`src/rtl/mulu_seq_ctrl.sv`:
```
// Sequencing controller: wide unsigned X*Y computed one 2-bit digit pair per clock on an external 2x2 multiplier.
// Optional macro MULU_SEQ_EARLY_EXIT_EN stops the run once the remaining y digits are all zero.
module mulu_seq_ctrl #(
  parameter int N_WIDTH = 8,
  parameter int M_WIDTH = 8
) (
  input  logic                         clk,
  input  logic                         rst_n,
  input  logic                         in_valid,
  output logic                         in_ready,
  input  logic [N_WIDTH-1:0]           x,
  input  logic [M_WIDTH-1:0]           y,
  output logic                         out_valid,
  input  logic                         out_ready,
  output logic [N_WIDTH+M_WIDTH-1:0]   p,
  output logic [1:0]                   mul_x,
  output logic [1:0]                   mul_y,
  input  logic [3:0]                   mul_p
);

  localparam int ND = N_WIDTH / 2;
  localparam int MD = M_WIDTH / 2;
  localparam int P  = N_WIDTH + M_WIDTH;
  localparam int IW = (ND > 1) ? $clog2(ND) : 1;
  localparam int JW = (MD > 1) ? $clog2(MD) : 1;
  localparam int SW = $clog2(P) + 1;
  localparam logic [IW-1:0] I_LAST = IW'(ND - 1);
  localparam logic [JW-1:0] J_LAST = JW'(MD - 1);

  typedef enum logic [1:0] {
    IDLE = 2'd0,
    RUN  = 2'd1,
    DONE = 2'd2
  } state_t;

  state_t              state_r, state_s;
  logic [P-1:0]        acc_r, acc_s;
  logic [N_WIDTH-1:0]  x_r, x_s;
  logic [M_WIDTH-1:0]  y_r, y_s;
  logic [IW-1:0]       i_r, i_s;
  logic [JW-1:0]       j_r, j_s;
  logic [1:0]          mul_x_r, mul_x_s;
  logic [1:0]          mul_y_r, mul_y_s;
  logic                in_ready_r, in_ready_s;
  logic                out_valid_r, out_valid_s;
  logic [SW:0]         sh_s;
`ifdef MULU_SEQ_EARLY_EXIT_EN
  logic [M_WIDTH-1:0]  y_rest_s;
`endif

  // Digit k (2 bits) of a vector, zero once k runs past the top.
  function automatic logic [1:0] digit_at(input logic [P-1:0] v, input logic [SW-1:0] k);
    return 2'(v >> {k, 1'b0});
  endfunction

  // Next-state, accumulator and next multiplier-digit selection.
  always_comb begin
    state_s  = state_r;
    acc_s    = acc_r;
    x_s      = x_r;
    y_s      = y_r;
    i_s      = i_r;
    j_s      = j_r;
    mul_x_s  = 2'b00;
    mul_y_s  = 2'b00;
    sh_s     = {SW'(i_r) + SW'(j_r), 1'b0};
`ifdef MULU_SEQ_EARLY_EXIT_EN
    y_rest_s = y_r >> {SW'(j_r) + SW'(1), 1'b0};
`endif
    case (state_r)
      IDLE: begin
        if (in_valid && in_ready_r) begin
          x_s     = x;
          y_s     = y;
          acc_s   = '0;
          i_s     = '0;
          j_s     = '0;
          state_s = RUN;
`ifdef MULU_SEQ_EARLY_EXIT_EN
          if (y == '0) begin
            state_s = DONE;
          end else begin
            state_s = RUN;
          end
`endif
        end else begin
          state_s = IDLE;
        end
      end
      RUN: begin
        acc_s = acc_r + (P'(mul_p) << sh_s);
        if (i_r == I_LAST) begin
          i_s = '0;
          if (j_r == J_LAST) begin
            state_s = DONE;
          end else begin
            j_s = j_r + JW'(1);
`ifdef MULU_SEQ_EARLY_EXIT_EN
            if (y_rest_s == '0) begin
              state_s = DONE;
            end else begin
              state_s = RUN;
            end
`endif
          end
        end else begin
          i_s = i_r + IW'(1);
        end
      end
      DONE: begin
        if (out_ready) begin
          state_s = IDLE;
        end else begin
          state_s = DONE;
        end
      end
      default: begin
        state_s = IDLE;
        acc_s   = '0;
        i_s     = '0;
        j_s     = '0;
      end
    endcase
    // Digits are registered so they line up with the counters of the cycle they serve.
    if (state_s == RUN) begin
      mul_x_s = digit_at(P'(x_s), SW'(i_s));
      mul_y_s = digit_at(P'(y_s), SW'(j_s));
    end else begin
      mul_x_s = 2'b00;
      mul_y_s = 2'b00;
    end
    in_ready_s  = (state_s == IDLE);
    out_valid_s = (state_s == DONE);
  end

  // State, datapath and output registers.
  always_ff @(posedge clk or negedge rst_n) begin
    if (!rst_n) begin
      state_r     <= IDLE;
      acc_r       <= '0;
      x_r         <= '0;
      y_r         <= '0;
      i_r         <= '0;
      j_r         <= '0;
      mul_x_r     <= 2'b00;
      mul_y_r     <= 2'b00;
      in_ready_r  <= 1'b1;
      out_valid_r <= 1'b0;
    end else begin
      state_r     <= state_s;
      acc_r       <= acc_s;
      x_r         <= x_s;
      y_r         <= y_s;
      i_r         <= i_s;
      j_r         <= j_s;
      mul_x_r     <= mul_x_s;
      mul_y_r     <= mul_y_s;
      in_ready_r  <= in_ready_s;
      out_valid_r <= out_valid_s;
    end
  end

  assign p         = acc_r;
  assign mul_x     = mul_x_r;
  assign mul_y     = mul_y_r;
  assign in_ready  = in_ready_r;
  assign out_valid = out_valid_r;

endmodule

```
`config.mk`:
```
export PLATFORM = sky130hd
export DESIGN_NAME = mulu_seq_ctrl
export DESIGN_NICKNAME = d
export VERILOG_FILES = /design/src/rtl/mulu_seq_ctrl.sv
export SDC_FILE = /design/constraint.sdc
export NUM_CORES = 1
export LEC_CHECK = 0
export BUFFER_PORTS_ARGS = -buffer_cell sky130_fd_sc_hd__buf_4
export CORE_MARGIN = 5
export CORE_UTILIZATION = 57
export DETAILED_ROUTE_END_ITERATION = 16
export HOLD_SLACK_MARGIN = 0.08
export MAX_ROUTING_LAYER = met4
export PLACE_DENSITY = 0.8
export SLEW_MARGIN = 20
export SYNTH_ARGS = -nofsm -noshare
export SYNTH_HDL_FRONTEND = slang
export SYNTH_SLANG_ARGS = --single-unit
```
`constraint.sdc`:
```
create_clock -name clk -period 4.5 [get_ports clk]
set_input_delay 0.45 -clock clk [delete_from_list [all_inputs] [get_ports clk]]
set_output_delay 0.45 -clock clk [all_outputs]
set_load 0.02 [all_outputs]
```
# Word-level counts from Yosys, hierarchy flattened
# Index checks and enable logic that the tools add are counted.
# op_classes
add_sub_neg	4
n_eq_ne	7
shift	3
n_mux	20
n_bitwise	1
n_reduce_logical	4
# ops
cell	n
one-hot mux 16 bit (3 select lines)	1
2-to-1 mux 8 bit	4
2-to-1 mux 2 bit	10
one-hot mux 2 bit (3 select lines)	3
adder 16 bit	1
2-to-1 mux 16 bit	1
left shift 4 x 4 -> 16 bit	1
>> shifter 8 x 3 -> 2 bit	2
equality test 2 bit, second input constant	4
adder 2 x 1 -> 2 bit, second input constant	2
equality test 2 x 1 -> 1 bit, second input constant	2
logical NOT 2 bit	2
adder 2 x 2 -> 3 bit	1
inequality test 2 bit, second input constant	1
AND reduction 2 bit	1
logical AND 1 bit	1
2-to-1 mux 1 bit	1
inverter 1 bit	1
# totals
register_bits	44
inputBits	24
out_inout_bits	22
word_cells	49

# Longest topological paths before layout
# logic_depth
depth_word	6
mapped_depth	15
mapped_depth_nobuf	14

# Worst setup path before layout
# No wires, ideal clock.
# synth_path
path_kind	register to register
start	reg j_r[0]
end	reg acc_r[14], in the netlist p[14]
setup_time_ps	122
t_arrival_ps	3328
required_time_ps	4378
slack_ps	1051
stages_incl_launch_ff	14
n_path_buf	1
synth_period_minus_slack_ps	3449
cell_sequence	dfrtp_1 -> ha_1 -> inv_1 -> fa_1 -> clkbuf_1 -> nand2_1 -> or2_2 -> fa_1 -> nor2b_1 -> o211ai_1 -> a21boi_0 -> o211ai_1 -> a21bo_2 -> a32o_1
# synth_between
elab_chain_cells	4
# synth_rtl
item	line	source
from (decl)	41	logic [JW-1:0] j_r, j_s;
from (signal assigned)	155	j_r <= j_s;
adder 2 x 2 -> 3 bit	66	sh_s = {SW'(i_r) + SW'(j_r), 1'b0};
left shift 4 x 4 -> 16 bit	91	acc_s = acc_r + (P'(mul_p) << sh_s);
adder 16 bit	91	
one-hot mux 16 bit (3 select lines)	70	case (state_r)
to (signal assigned)	151	acc_r <= acc_s;
to (decl)	37	logic [P-1:0] acc_r, acc_s;
# No other way between the ends.
# A chain may end at the register's enable or synchronous reset.

# Worst setup path in the final report
# layout_path
start	reg j_r[0]
end	reg acc_r[12], in the netlist p[12]
# The elaborated chain is that of the path after synthesis.

==> results.py <==
metrics = {
    "run_status": {
        "status": "complete, no violations",
    },
    "yosys": {
        "post_synth_and_or_nand_nor_area_fraction_pct": 16.3,
        "synth_top_family_by_area": "compound AO/OA/AOI/OAI gates",
        "synthAdderAreaFrac_pct": 8.97,
        "synth_edf_count": 0,
        "synth-xor-area-share_pct": 2.49,
        "async_flop_share_pct": 100,
        "ys.flop_type": "dfrtp_1",
        "synth-seq-area-share_pct": 39.1,
        "synth_compound_area_share_pct": 18.2,
        "synth.distinct_cells": 54,
        "postSynthAreaPerCell_um2": 9.78,
        "syn_area_um2": 2820,
        "synth_cells": 288,
        "synthesis.nets": 331,
        "yosysWarnings": 0,
        "synth-seq-cells": 44,
        "synth_mux_area_share_pct": 11.1,
    },
    "critical_path": {
        "crit_buf_inv": 2,
        "cp-end-kind": "flop",
        "cpLargestDelayFamily": "adder cells",
        "worstSetupPathType": "flop to flop",
        "cp_max_fo": 11,
        "cp_slowest_stage_delay_ns": 0.68,
        "cp-start-kind": "flop",
        "arrival_ns": 3.96,
        "crit_chain": "ha_1, inv_1, fa_1, nand2_1, nor2_1, ha_1, inv_1, fa_1, nor2b_1, o211ai_1, a21boi_0, o211ai_1, a21o_1, a32o_1",
        "cp_data_required_time_ns": 4.69,
        "cp_slowest_cell": "fa_1",
    },
    "placed_design": {
        "placed_area_um2": 3180,
        "io_buffers": 45,
        "pre_cts_ws_ns": 0.807,
        "dp_cells": 390,
        "gp_routability_congestion": 0.897,
        "dp_hpwl_um": 4650,
    },
    "drt": {
        "wire_per_inst_um": 15.7,
        "drtPass1Iterations": 4,
        "drt-vias-per-instance": 5.78,
        "detail-route-antenna-nets": 0,
        "drc": 0,
        "drt-initial-drc-count": 145,
        "vias": 2302,
        "wl_um": 6250,
    },
    "grt": {
        "grt_pass1_vias": 2340,
        "groute.usage.overall_pct": 21.9,
        "grt_pass1_wl_um": 10800,
        "grt_max_degree": 45,
        "overflow": 0,
        "antenna_found_initial": 0,
    },
    "clocking": {
        "ctsRootBufferMaster": "clkbuf_8",
        "cts_setup_buffers": 0,
        "cts_resized": 0,
        "cts.clk_slew.worst_paths_ns": 0.09,
        "clock-sinks": 44,
        "cts_tree": "built",
        "cts_buffer_depth": 2,
        "htreeDepth": 2,
        "hold_buffers": 0,
        "cts_buffers": 5,
        "worstSkewPairLatency_ns": 0.30,
    },
    "die": {
        "die_w_um": 80.3,
        "start_util_pct": 59.2,
        "num_io_pins": 46,
        "rows": 25,
        "design.die.area_um2": 6450,
        "die-height_um": 80.3,
        "core_um2": 4750,
    },
    "pwr": {
        "p_leak_nw": 1.55,
        "cellPowerDensity_nw_per_um2": 851,
        "ir_drop_mv": 0.455,
    },
    "final_layout": {
        "drive_gt1_share_pct": 23.6,
        "syn_to_final_growth_pct": 17.1,
        "final_area_um2": 3300,
        "final_util_pct": 69.3,
        "antennaDiodeCount": 0,
        "layoutNonFillerInstCount": 398,
        "final_nets": 373,
    },
    "timing": {
        "skew_ns": 0.00674,
        "period_minus_slack_ns": 3.76,
        "finalCritPeriodShare_pct": 83.6,
        "slew_headroom_pct": 28.8,
        "drv_slew": 0,
        "setup-violations-final": 0,
        "max_slew.worst_pin.slew_ns": 1.07,
        "hold_viol_final": 0,
        "fmax_ghz": 0.266,
        "rsz0062_at_grt": "false",
        "setup_ws_ns": 0.737,
        "setup_tns_ns": 0,
    },
    "hold_path": {
        "min_path_type": "input pin to asynchronous set/reset pin",
    },
    "job": {
        "drv_cap": 0,
    },
}
## per-stage QoR
step | total power, mW | hold slack, ns
4_1_cts | 2.81 | 0.150
6_report | 2.81 | 0.130
3_3_place_gp | 2.43 | 0.478
5_1_grt | 3.07 | 0.170
3_5_place_dp | 2.49 | 0.479
2_1_floorplan | 2.06 | 0.154
## report_power, final
part / switching, mW / internal [mW] / leakage (nW) / total, mW
Sequential: 0.104 / 0.587 / 0.537 / 0.691
Clock: 0.143 / 0.167 / 0.0548 / 0.310
Combinational: 1.03 / 0.780 / 0.962 / 1.81
Total: 1.27 / 1.53 / 1.55 / 2.81
## synthesized netlist by cell type (2+ instances only)
cell type | count | area [µm²]
a21o_1 | 5 | 37.5
a21oi_1 | 13 | 65.1
a22o_1 | 2 | 17.5
a31oi_1 | 5 | 31.3
a32o_1 | 2 | 20.0
and2_1 | 2 | 12.5
and3_1 | 4 | 25.0
buf_2 | 3 | 15.0
buf_6 | 2 | 22.5
clkbuf_1 | 5 | 18.8
dfrtp_1 | 43 | 1080
fa_1 | 2 | 40.0
ha_1 | 17 | 213
inv_1 | 14 | 52.6
mux2_2 | 17 | 191
mux2i_1 | 12 | 120
nand2_1 | 18 | 67.6
nand2b_1 | 11 | 68.8
nand3_1 | 5 | 25.0
nand3b_1 | 2 | 15.0
nand4_1 | 2 | 12.5
nand4b_1 | 2 | 17.5
nor2_1 | 27 | 101
nor2b_1 | 4 | 25.0
nor3_1 | 7 | 35.0
o2111ai_1 | 2 | 17.5
o211ai_1 | 7 | 52.6
o21a_1 | 3 | 22.5
o21ai_0 | 12 | 60.1
o21ai_1 | 2 | 10.0
o22ai_1 | 6 | 37.5
or3_1 | 2 | 12.5
xnor2_1 | 3 | 26.3
xor2_1 | 5 | 43.8
## cell usage in the layout (no fill, tap or decap), types with 3 or more instances in the layout
| cell type | Yosys | layout |
|---|---|---|
| nand2_1 | 18 | 18 |
| nor2b_1 | 4 | 4 |
| o21ai_0 | 12 | 12 |
| a21o_1 | 5 | 5 |
| and3_1 | 4 | 4 |
| xor2_1 | 5 | 5 |
| nand3_1 | 5 | 5 |
| o22ai_1 | 6 | 6 |
| mux2_2 | 17 | 17 |
| inv_1 | 14 | 14 |
| dfrtp_1 | 43 | 43 |
| mux2i_1 | 12 | 12 |
| xnor2_1 | 3 | 3 |
| a21oi_1 | 13 | 13 |
| o211ai_1 | 7 | 7 |
| ha_1 | 17 | 17 |
| a31oi_1 | 5 | 5 |
| o21a_1 | 3 | 3 |
| nor2_1 | 27 | 27 |
| nand2b_1 | 11 | 11 |
| nor3_1 | 7 | 7 |
| buf_4 | 0 | 45 |
| clkbuf_8 | 0 | 5 |
## final timing paths
check                                 startpoint                   to  slack [ns]  cells past startpoint
worst max-delay path            j_r[0]$_DFF_PN0_    p[12]$_DFFE_PN0P_        0.74                     14
worst min-delay path                       rst_n     p[3]$_DFFE_PN0P_        0.13                      1
worst max register to register  j_r[0]$_DFF_PN0_    p[12]$_DFFE_PN0P_        0.74                     14
worst min register to register  x_r[3]$_DFF_PN0_     x_r[3]$_DFF_PN0_        0.50                      1
max in group asynchronous                  rst_n    p[13]$_DFFE_PN0P_        3.99                      1
min in group clk                       out_ready  out_valid$_DFF_PN0_        0.36                      2
## registers in the layout, indices dropped and copies added, names as in the netlist
name	cells
mul_x	2
i_r	2
x_r	8
in_ready	1
mul_y	2
out_valid	1
state_r	2
p	16
y_r	8
j_r	2
## per-layer routing
| metal | up-vias | global-route usage [%] | part of all wire (%) |
|---|---|---|---|
| met1 | 1093 | 26.9 | 44 |
| met4 | 0 | 8.61 | 1.8 |
| met3 | 10 | 4.60 | 5.3 |
| met2 | 69 | 35.3 | 48 |
| met5 | - | - | 0 |
| li1 | 1130 | - | - |
## kinds of logic after synthesis
logic type | Yosys count
buffers and inverters | 24
AND/OR/NAND/NOR | 91
multiplexers | 29
AO/OA/AOI/OAI | 73
XOR/XNOR | 8
adder cells (fa/ha/maj) | 19
flip-flops | 44
## cell type report
class                           instances  area, µm²
Inverter                               14       52.6
Timing Repair Buffer                   45        338
Tap cell                               67       83.8
Clock inverter                          3       46.3
Multi-Input combinational cell        220       1610
Fill cell                             393       1460
Sequential cell                        44       1100
Clock buffer                            5       68.8
Note: power is estimated with default switching activity, not from simulation.
